$ cat config.mk
export PLATFORM = sky130hd
export DESIGN_NAME = newton
export DESIGN_NICKNAME = d
export VERILOG_FILES = /design/src/rtl/newton_pkg.sv /design/src/rtl/newton_digit_acc.sv /design/src/rtl/newton.sv
export SDC_FILE = /design/constraint.sdc
export NUM_CORES = 1
export LEC_CHECK = 0
export CAP_MARGIN = 10
export CORE_MARGIN = 2
export CORE_UTILIZATION = 35
export CTS_CLUSTER_SIZE = 24
export DETAILED_ROUTE_END_ITERATION = 10
export HOLD_SLACK_MARGIN = 0.02
export SLEW_MARGIN = 25
export SYNTH_ARGS = -nofsm -noshare
export SYNTH_HDL_FRONTEND = slang
export SYNTH_SLANG_ARGS = --single-unit
$ cat constraint.sdc
create_clock -name clk -period 5.54 [get_ports clk]
set_input_delay 0.554 -clock clk [delete_from_list [all_inputs] [get_ports clk]]
set_output_delay 0.554 -clock clk [all_outputs]
set_load 0.02 [all_outputs]
$ cat src/rtl/newton_pkg.sv
// Shared definitions for the newton reciprocal-step datapath:
// signed-digit encoding and digit-to-value conversion.
package newton_pkg;

    // Digit encoding {plus, minus}: value = plus - minus.
    localparam logic [1:0] DIG_POS  = 2'b10;
    localparam logic [1:0] DIG_NEG  = 2'b01;
    localparam logic [1:0] DIG_ZERO = 2'b00;

    typedef logic signed [1:0] sdig_t;

    function automatic sdig_t digit_val(input logic [1:0] d);
        sdig_t v;
        case (d)
            DIG_POS: v = 2'sd1;
            DIG_NEG: v = -2'sd1;
            default: v = 2'sd0;
        endcase
        return v;
    endfunction

endpackage

$ cat src/rtl/newton_digit_acc.sv
// Online signed-digit to two's-complement accumulator, one operand, MSD first.
// Framing is supplied by the parent through last_i; this block holds no counter.
module newton_digit_acc
    import newton_pkg::*;
#(
    parameter int unsigned AccW = 10
) (
    input  logic                   clk_i,
    input  logic                   rst_ni,
    input  logic                   en_i,
    input  logic                   last_i,
    input  logic [1:0]             digit_i,
    output logic signed [AccW-1:0] final_o
);

    logic signed [AccW-1:0] acc_q, acc_d;
    logic signed [AccW-1:0] dig_ext;
    sdig_t                  dig_v;

    assign dig_v   = digit_val(digit_i);
    assign dig_ext = {{(AccW-2){dig_v[1]}}, dig_v};

    // Value of the frame including the digit currently presented.
    assign final_o = (acc_q <<< 1) + dig_ext;

    always_comb begin
        acc_d = acc_q;
        if (en_i) begin
            acc_d = last_i ? '0 : final_o;
        end
    end

    always_ff @(posedge clk_i or negedge rst_ni) begin
        if (!rst_ni) begin
            acc_q <= '0;
        end else begin
            acc_q <= acc_d;
        end
    end

endmodule

$ cat src/rtl/newton.sv
// One Newton-Raphson reciprocal step x1 = x0 * (2 - b * x0) on serial signed-digit
// operands; result is registered two cycles after the last digit is accepted.
module newton
    import newton_pkg::*;
#(
    parameter int unsigned NDIG = 8
) (
    input  logic            clk,
    input  logic            asyn_reset,
    input  logic [1:0]      x_zero,
    input  logic [1:0]      b_value,
    input  logic            enable,
    output logic [NDIG+3:0] x_out,
    output logic            done
);

    localparam int unsigned AccW  = NDIG + 2;
    localparam int unsigned TW    = NDIG + 4;
    localparam int unsigned ProdW = 2 * NDIG + 4;
    localparam int unsigned CntW  = (NDIG > 1) ? $clog2(NDIG) : 1;

    localparam logic signed [TW-1:0] TwoFix = TW'(2 << NDIG);

    logic [CntW-1:0]        cnt_q, cnt_d;
    logic                   last_digit;
    logic                   load;

    logic signed [AccW-1:0] x_fin, b_fin;
    logic signed [AccW-1:0] x_op_q, b_op_q;
    logic                   op_vld_q;

    logic signed [TW-1:0]   p_val;
    logic signed [TW-1:0]   t_d, t_q;
    logic signed [AccW-1:0] x_st_q;
    logic                   st1_vld_q;

    logic signed [TW-1:0]   x_out_d, x_out_q;
    logic                   done_q;

    logic signed [ProdW-1:0] b_ext, x_ext, xs_ext, t_ext;

    assign last_digit = (cnt_q == CntW'(NDIG - 1));
    assign load       = enable & last_digit;

    always_comb begin
        cnt_d = cnt_q;
        if (enable) begin
            cnt_d = last_digit ? '0 : cnt_q + CntW'(1);
        end
    end

    newton_digit_acc #(
        .AccW (AccW)
    ) u_acc_x (
        .clk_i   (clk),
        .rst_ni  (asyn_reset),
        .en_i    (enable),
        .last_i  (last_digit),
        .digit_i (x_zero),
        .final_o (x_fin)
    );

    newton_digit_acc #(
        .AccW (AccW)
    ) u_acc_b (
        .clk_i   (clk),
        .rst_ni  (asyn_reset),
        .en_i    (enable),
        .last_i  (last_digit),
        .digit_i (b_value),
        .final_o (b_fin)
    );

    // Full-width signed products; the arithmetic shift gives floor division.
    assign b_ext  = {{(ProdW-AccW){b_op_q[AccW-1]}}, b_op_q};
    assign x_ext  = {{(ProdW-AccW){x_op_q[AccW-1]}}, x_op_q};
    assign xs_ext = {{(ProdW-AccW){x_st_q[AccW-1]}}, x_st_q};
    assign t_ext  = {{(ProdW-TW){t_q[TW-1]}}, t_q};

    assign p_val   = TW'((b_ext * x_ext) >>> NDIG);
    assign t_d     = TwoFix - p_val;
    assign x_out_d = TW'((xs_ext * t_ext) >>> NDIG);

    always_ff @(posedge clk or negedge asyn_reset) begin
        if (!asyn_reset) begin
            cnt_q     <= '0;
            x_op_q    <= '0;
            b_op_q    <= '0;
            op_vld_q  <= 1'b0;
            t_q       <= '0;
            x_st_q    <= '0;
            st1_vld_q <= 1'b0;
            x_out_q   <= '0;
            done_q    <= 1'b0;
        end else begin
            cnt_q <= cnt_d;
            if (load) begin
                x_op_q <= x_fin;
                b_op_q <= b_fin;
            end
            op_vld_q <= load;
            if (op_vld_q) begin
                t_q    <= t_d;
                x_st_q <= x_op_q;
            end
            st1_vld_q <= op_vld_q;
            if (st1_vld_q) begin
                x_out_q <= x_out_d;
            end
            done_q <= st1_vld_q;
        end
    end

    assign x_out = x_out_q;
    assign done  = done_q;

endmodule

After elaboration in Yosys (flattened, before gate mapping)
Cells that the tools add are included.

Bitwise operators: 1. Add/sub/neg operators: 4. Eq/ne operators: 5. Multiply operators: 2. Muxes and demuxes: 5.

Operator list (number): adder 10 x 2 -> 10 bit (2); multiplier 10 x 10 -> 20 bit (1); multiplier 10 x 12 -> 20 bit (1); 2-to-1 mux 9 bit (2); subtractor 11 x 12 -> 12 bit, first input constant (1); one-hot mux 2 bit (2 select lines) (2); == test 2 x 1 -> 1 bit, second input constant (2); == test 2 bit, second input constant (2); adder 3 x 1 -> 3 bit, second input constant (1); == test 3 bit, second input constant (1); 2-to-1 mux 3 bit (1); AND 1 bit (1).

Output and inout port bits: 13. Input bits: 7. Logic and storage cells: 28. Flip-flop bits (word level): 78.

Longest topological paths before layout
Depth after elaboration: 4. Mapped depth: 23.

By module
A second synthesis with hierarchy kept.

Cell total of the unflattened synthesis: 1292. Area, all modules: 12245.5 sq um.

Modules (own cells, without submodules): newton (instances 1, area an instance 10438.8 sq um, cells an instance 1082); newton_digit_acc (instances 2, area an instance 903.4 sq um, cells an instance 105).

Worst setup path after synthesis
OpenSTA, ideal clock, no wires.

Path type: register -> register. Start: register x_op_q[1]. End: register t_q[11]. Stages on the path, launching flop included: 22. Period minus slack after synthesis: 6112 ps. Arrival time: 6025 ps. Buffers on the path: 2. Path slack: -572 ps. Cell sequence: dfrtp_1 > clkbuf_1 > nand2_1 > fa_1 > inv_1 > fa_1 > fa_1 > fa_1 > inv_1 > fa_1 > inv_1 > ha_1 > buf_2 > a21o_1 > a21o_1 > nor3_1 > a211oi_1 > o21ai_0 > a21oi_1 > a2111oi_4 > or4b_1 > o211ai_1.

Longest elaborated chain between the ends: 2.

RTL lines: from (decl) (line newton.sv:29) `logic signed [AccW-1:0] x_op_q, b_op_q;`; from (signal assigned) (line newton.sv:98) `x_op_q <= x_fin;`; multiplier 10 x 10 -> 20 bit (line newton.sv:80) `assign p_val = TW'((b_ext * x_ext) >>> NDIG);`; subtractor 11 x 12 -> 12 bit (line newton.sv:81) `assign t_d = TwoFix - p_val;`; to (signal assigned) (line newton.sv:103) `t_q <= t_d;`; to (decl) (line newton.sv:33) `logic signed [TW-1:0] t_d, t_q;`.

Every way passes these cells. A chain may end at the register's enable or synchronous reset.

Worst setup path in the final report
Start: register x_op_q[6]. End: register t_q[11].

Same word-level chain as after synthesis.

==> metrics.yaml <==
grt_pass1_vias: 8642
synth_common_cells: "inv_1, fa_1, nand2_1, ha_1, and2_1"
tritoncts: "built"
avgRoutedWirePerCell_microns: 13.1
dr_wl_met2_mm: 11.4
start_util: 0.356
synth_top_area_cell: "fa_1"
vias: 7990
cts_buffers: 9
antenna_found_initial: 0
rows: 66
path_clk_slew_ns: 0.06
grt.total_usage: 0.147
reg2reg_depth: 20
cp_data_required_time_ns: 5.81
boundaryPins: 20
wirelength_mm: 22.8
worstMarginPinSlew_ns: 0.741
synth_nets: 1528
synthDistinctLibCells: 58
drcViolationCount: 0
ys_warn_count: 0
cts_root_buffer: "clkbuf_16"
coreArea_sq_um: 32600
yosys-top-cells-area: "fa_1, dfrtp_1, ha_1, inv_1, nand2_1"
synth_top_area_share: 0.325
maxCapViolations: 0
grt_max_degree: 79
m1WireLength_mm: 10.8
max_slew_margin: 0.506
cp_max_fo: 7
clock_sinks: 78
hold_viol_final: 0
fin_nets: 1608
pre_cts_ws_ns: -0.377
gp_congestion: 0.843
skew_ns: 0.0100
start_kind: "flip-flop"
worstSkewPairLatency_ns: 0.36
initialDrtViolationCount: 265
vias_per_cell: 4.58
finalCritPeriodShare: 1.04
dieHeight_microns: 186
numPortBuffers: 19
grt_overflow: 0
routed-wl-met3_microns: 461
fmaxAchievable_mhz: 173
min_period_ns: 5.77
h-tree-depth: 3
synthFlopType: "dfrtp_1"
setup_slack_ns: -0.229
fillers: 3203
die_w_microns: 186
drtAntennaViolNets: 0
syn-cell-area_sq_um: 11600
async_flop_share: 1.00
synth_edf_count: 0
min_path_type: "in -> async"
synth_seq_cells: 78
syn_avg_cell_area_sq_um: 9.54
endpoint_kind: "flip-flop"
syn_to_final_growth_pct: 16.4
grt_pass1_wl_mm: 41.0
rsz0062_at_grt: "true"
violations: "setup timing"
status: "finished with violations"
antenna_cells: 0
drv_slew: 0
syn_inst: 1219
ys_seq_area_frac: 0.168
dr.pass1.iters: 5
maxUsedRoutingLayer: "met4"
clockBufferDepth: 2
cts-hold-fix-buffers: 0
drive_above_1_share: 0.173
worstPathArrival_ns: 6.04
final-setup-viol-count: 1
dieArea_sq_um: 34700
synthMostInstantiatedCell: "inv_1"
dp_hpwl_mm: 19.4
worstSetupPathType: "reg -> reg"
[state kept, by name, indices dropped and copies added, names as in the netlist, 3 cells and up]
register       count
b_op_q            10
u_acc_x.acc_q      9
t_q               12
cnt_q              3
x_op_q            10
u_acc_b.acc_q      9
x_out             12
x_st_q            10
[final timing paths]
path / slack, ns / start / to
worst min-delay path: 0.23 / asyn_reset / x_out[1]
worst min register to register: 0.51 / x_out[4] / x_out[4]
worst max register to register: -0.23 / x_op_q[6] / t_q[11]
min in group clk: 0.51 / x_out[4] / x_out[4]
max in group asynchronous: 4.74 / asyn_reset / b_op_q[9]
worst max-delay path: -0.23 / x_op_q[6] / t_q[11]
[per-layer routing]
layer | up-vias | global-route usage
li1 | 3934 | -
met1 | 3990 | 0.190
met3 | 11 | 0.0214
met4 | 0 | 0.0290
met5 | - | 0
met2 | 55 | 0.263
[critical path, cell delays in order, from the launching register on]
cell and delay, ns:
dfrtp_2 0.45, and2_4 0.18, fa_1 0.53, inv_1 0.05, fa_1 0.43, inv_1 0.08
fa_2 0.44, fa_1 0.50, inv_2 0.04, fa_1 0.48, inv_2 0.04, ha_4 0.23
and3_4 0.18, and3_4 0.19, or3_4 0.38, a22oi_4 0.22, o2111ai_4 0.17, o2111a_1 0.30
a2111oi_4 0.21, or4b_1 0.47, o211ai_1 0.11
[stage by stage]
stage	TNS, ns	cell area, sq um	hold WS, ns	utilization	cells
4_1_cts	-0.257	13400	0.400	0.410	1740
6_report	-0.229	13500	0.226	0.415	1746
5_1_grt	-0.623	13500	0.284	0.415	1746
3_5_place_dp	-0.388	13000	0.495	0.398	1723
3_3_place_gp	-0.270	13000	0.490	0.398	1723
2_1_floorplan	-0.162	11800	0.258	-	1219
[cell type report]
cell class	count	area (sq um)	share of cell area
flip-flops and latches	78	1980	0.146
clock inverters	7	80.1	0.00592
clock buffers	9	225	0.0166
repair buffers	125	995	0.0735
multi-input cells	842	8790	0.650
inverters	243	913	0.0675
well taps	442	553	0.0409
[kinds of logic (layout without fill, tap and decap cells)]
logic type,Yosys count,count (layout),share of synthesized area
buf+inv,299,384,0.0970
mux,32,32,0.0307
fa+ha+maj,302,302,0.447
simple gates,314,314,0.132
flops,78,78,0.168
compound gates,134,134,0.0796
xor+xnor,60,60,0.0452
[timing repair]
item                                    CTS  global route
pin swaps                                 4            11
resized for setup                        21            34
endpoints found under the setup margin    2            10
setup buffers                             1             6
[placed cells by master (no fill, tap or decap), drive strengths merged, types with 5 or more instances in the layout]
master / n
nor2: 31
o21a: 6
a31oi: 5
a21oi: 28
a21o: 13
dfrtp: 78
nor3: 9
ha: 113
o21ai: 33
o22ai: 14
inv: 244
xnor2: 44
clkdlybuf4s50: 18
nand2: 145
mux2: 29
buf: 107
nand2b: 14
o21bai: 11
and3: 5
and2: 83
nand3: 7
fa: 189
a211oi: 6
xor2: 16
clkbuf: 9
Power is not shown: default switching activity piles up to over one toggle a cycle in this logic, so the estimate is an artifact.
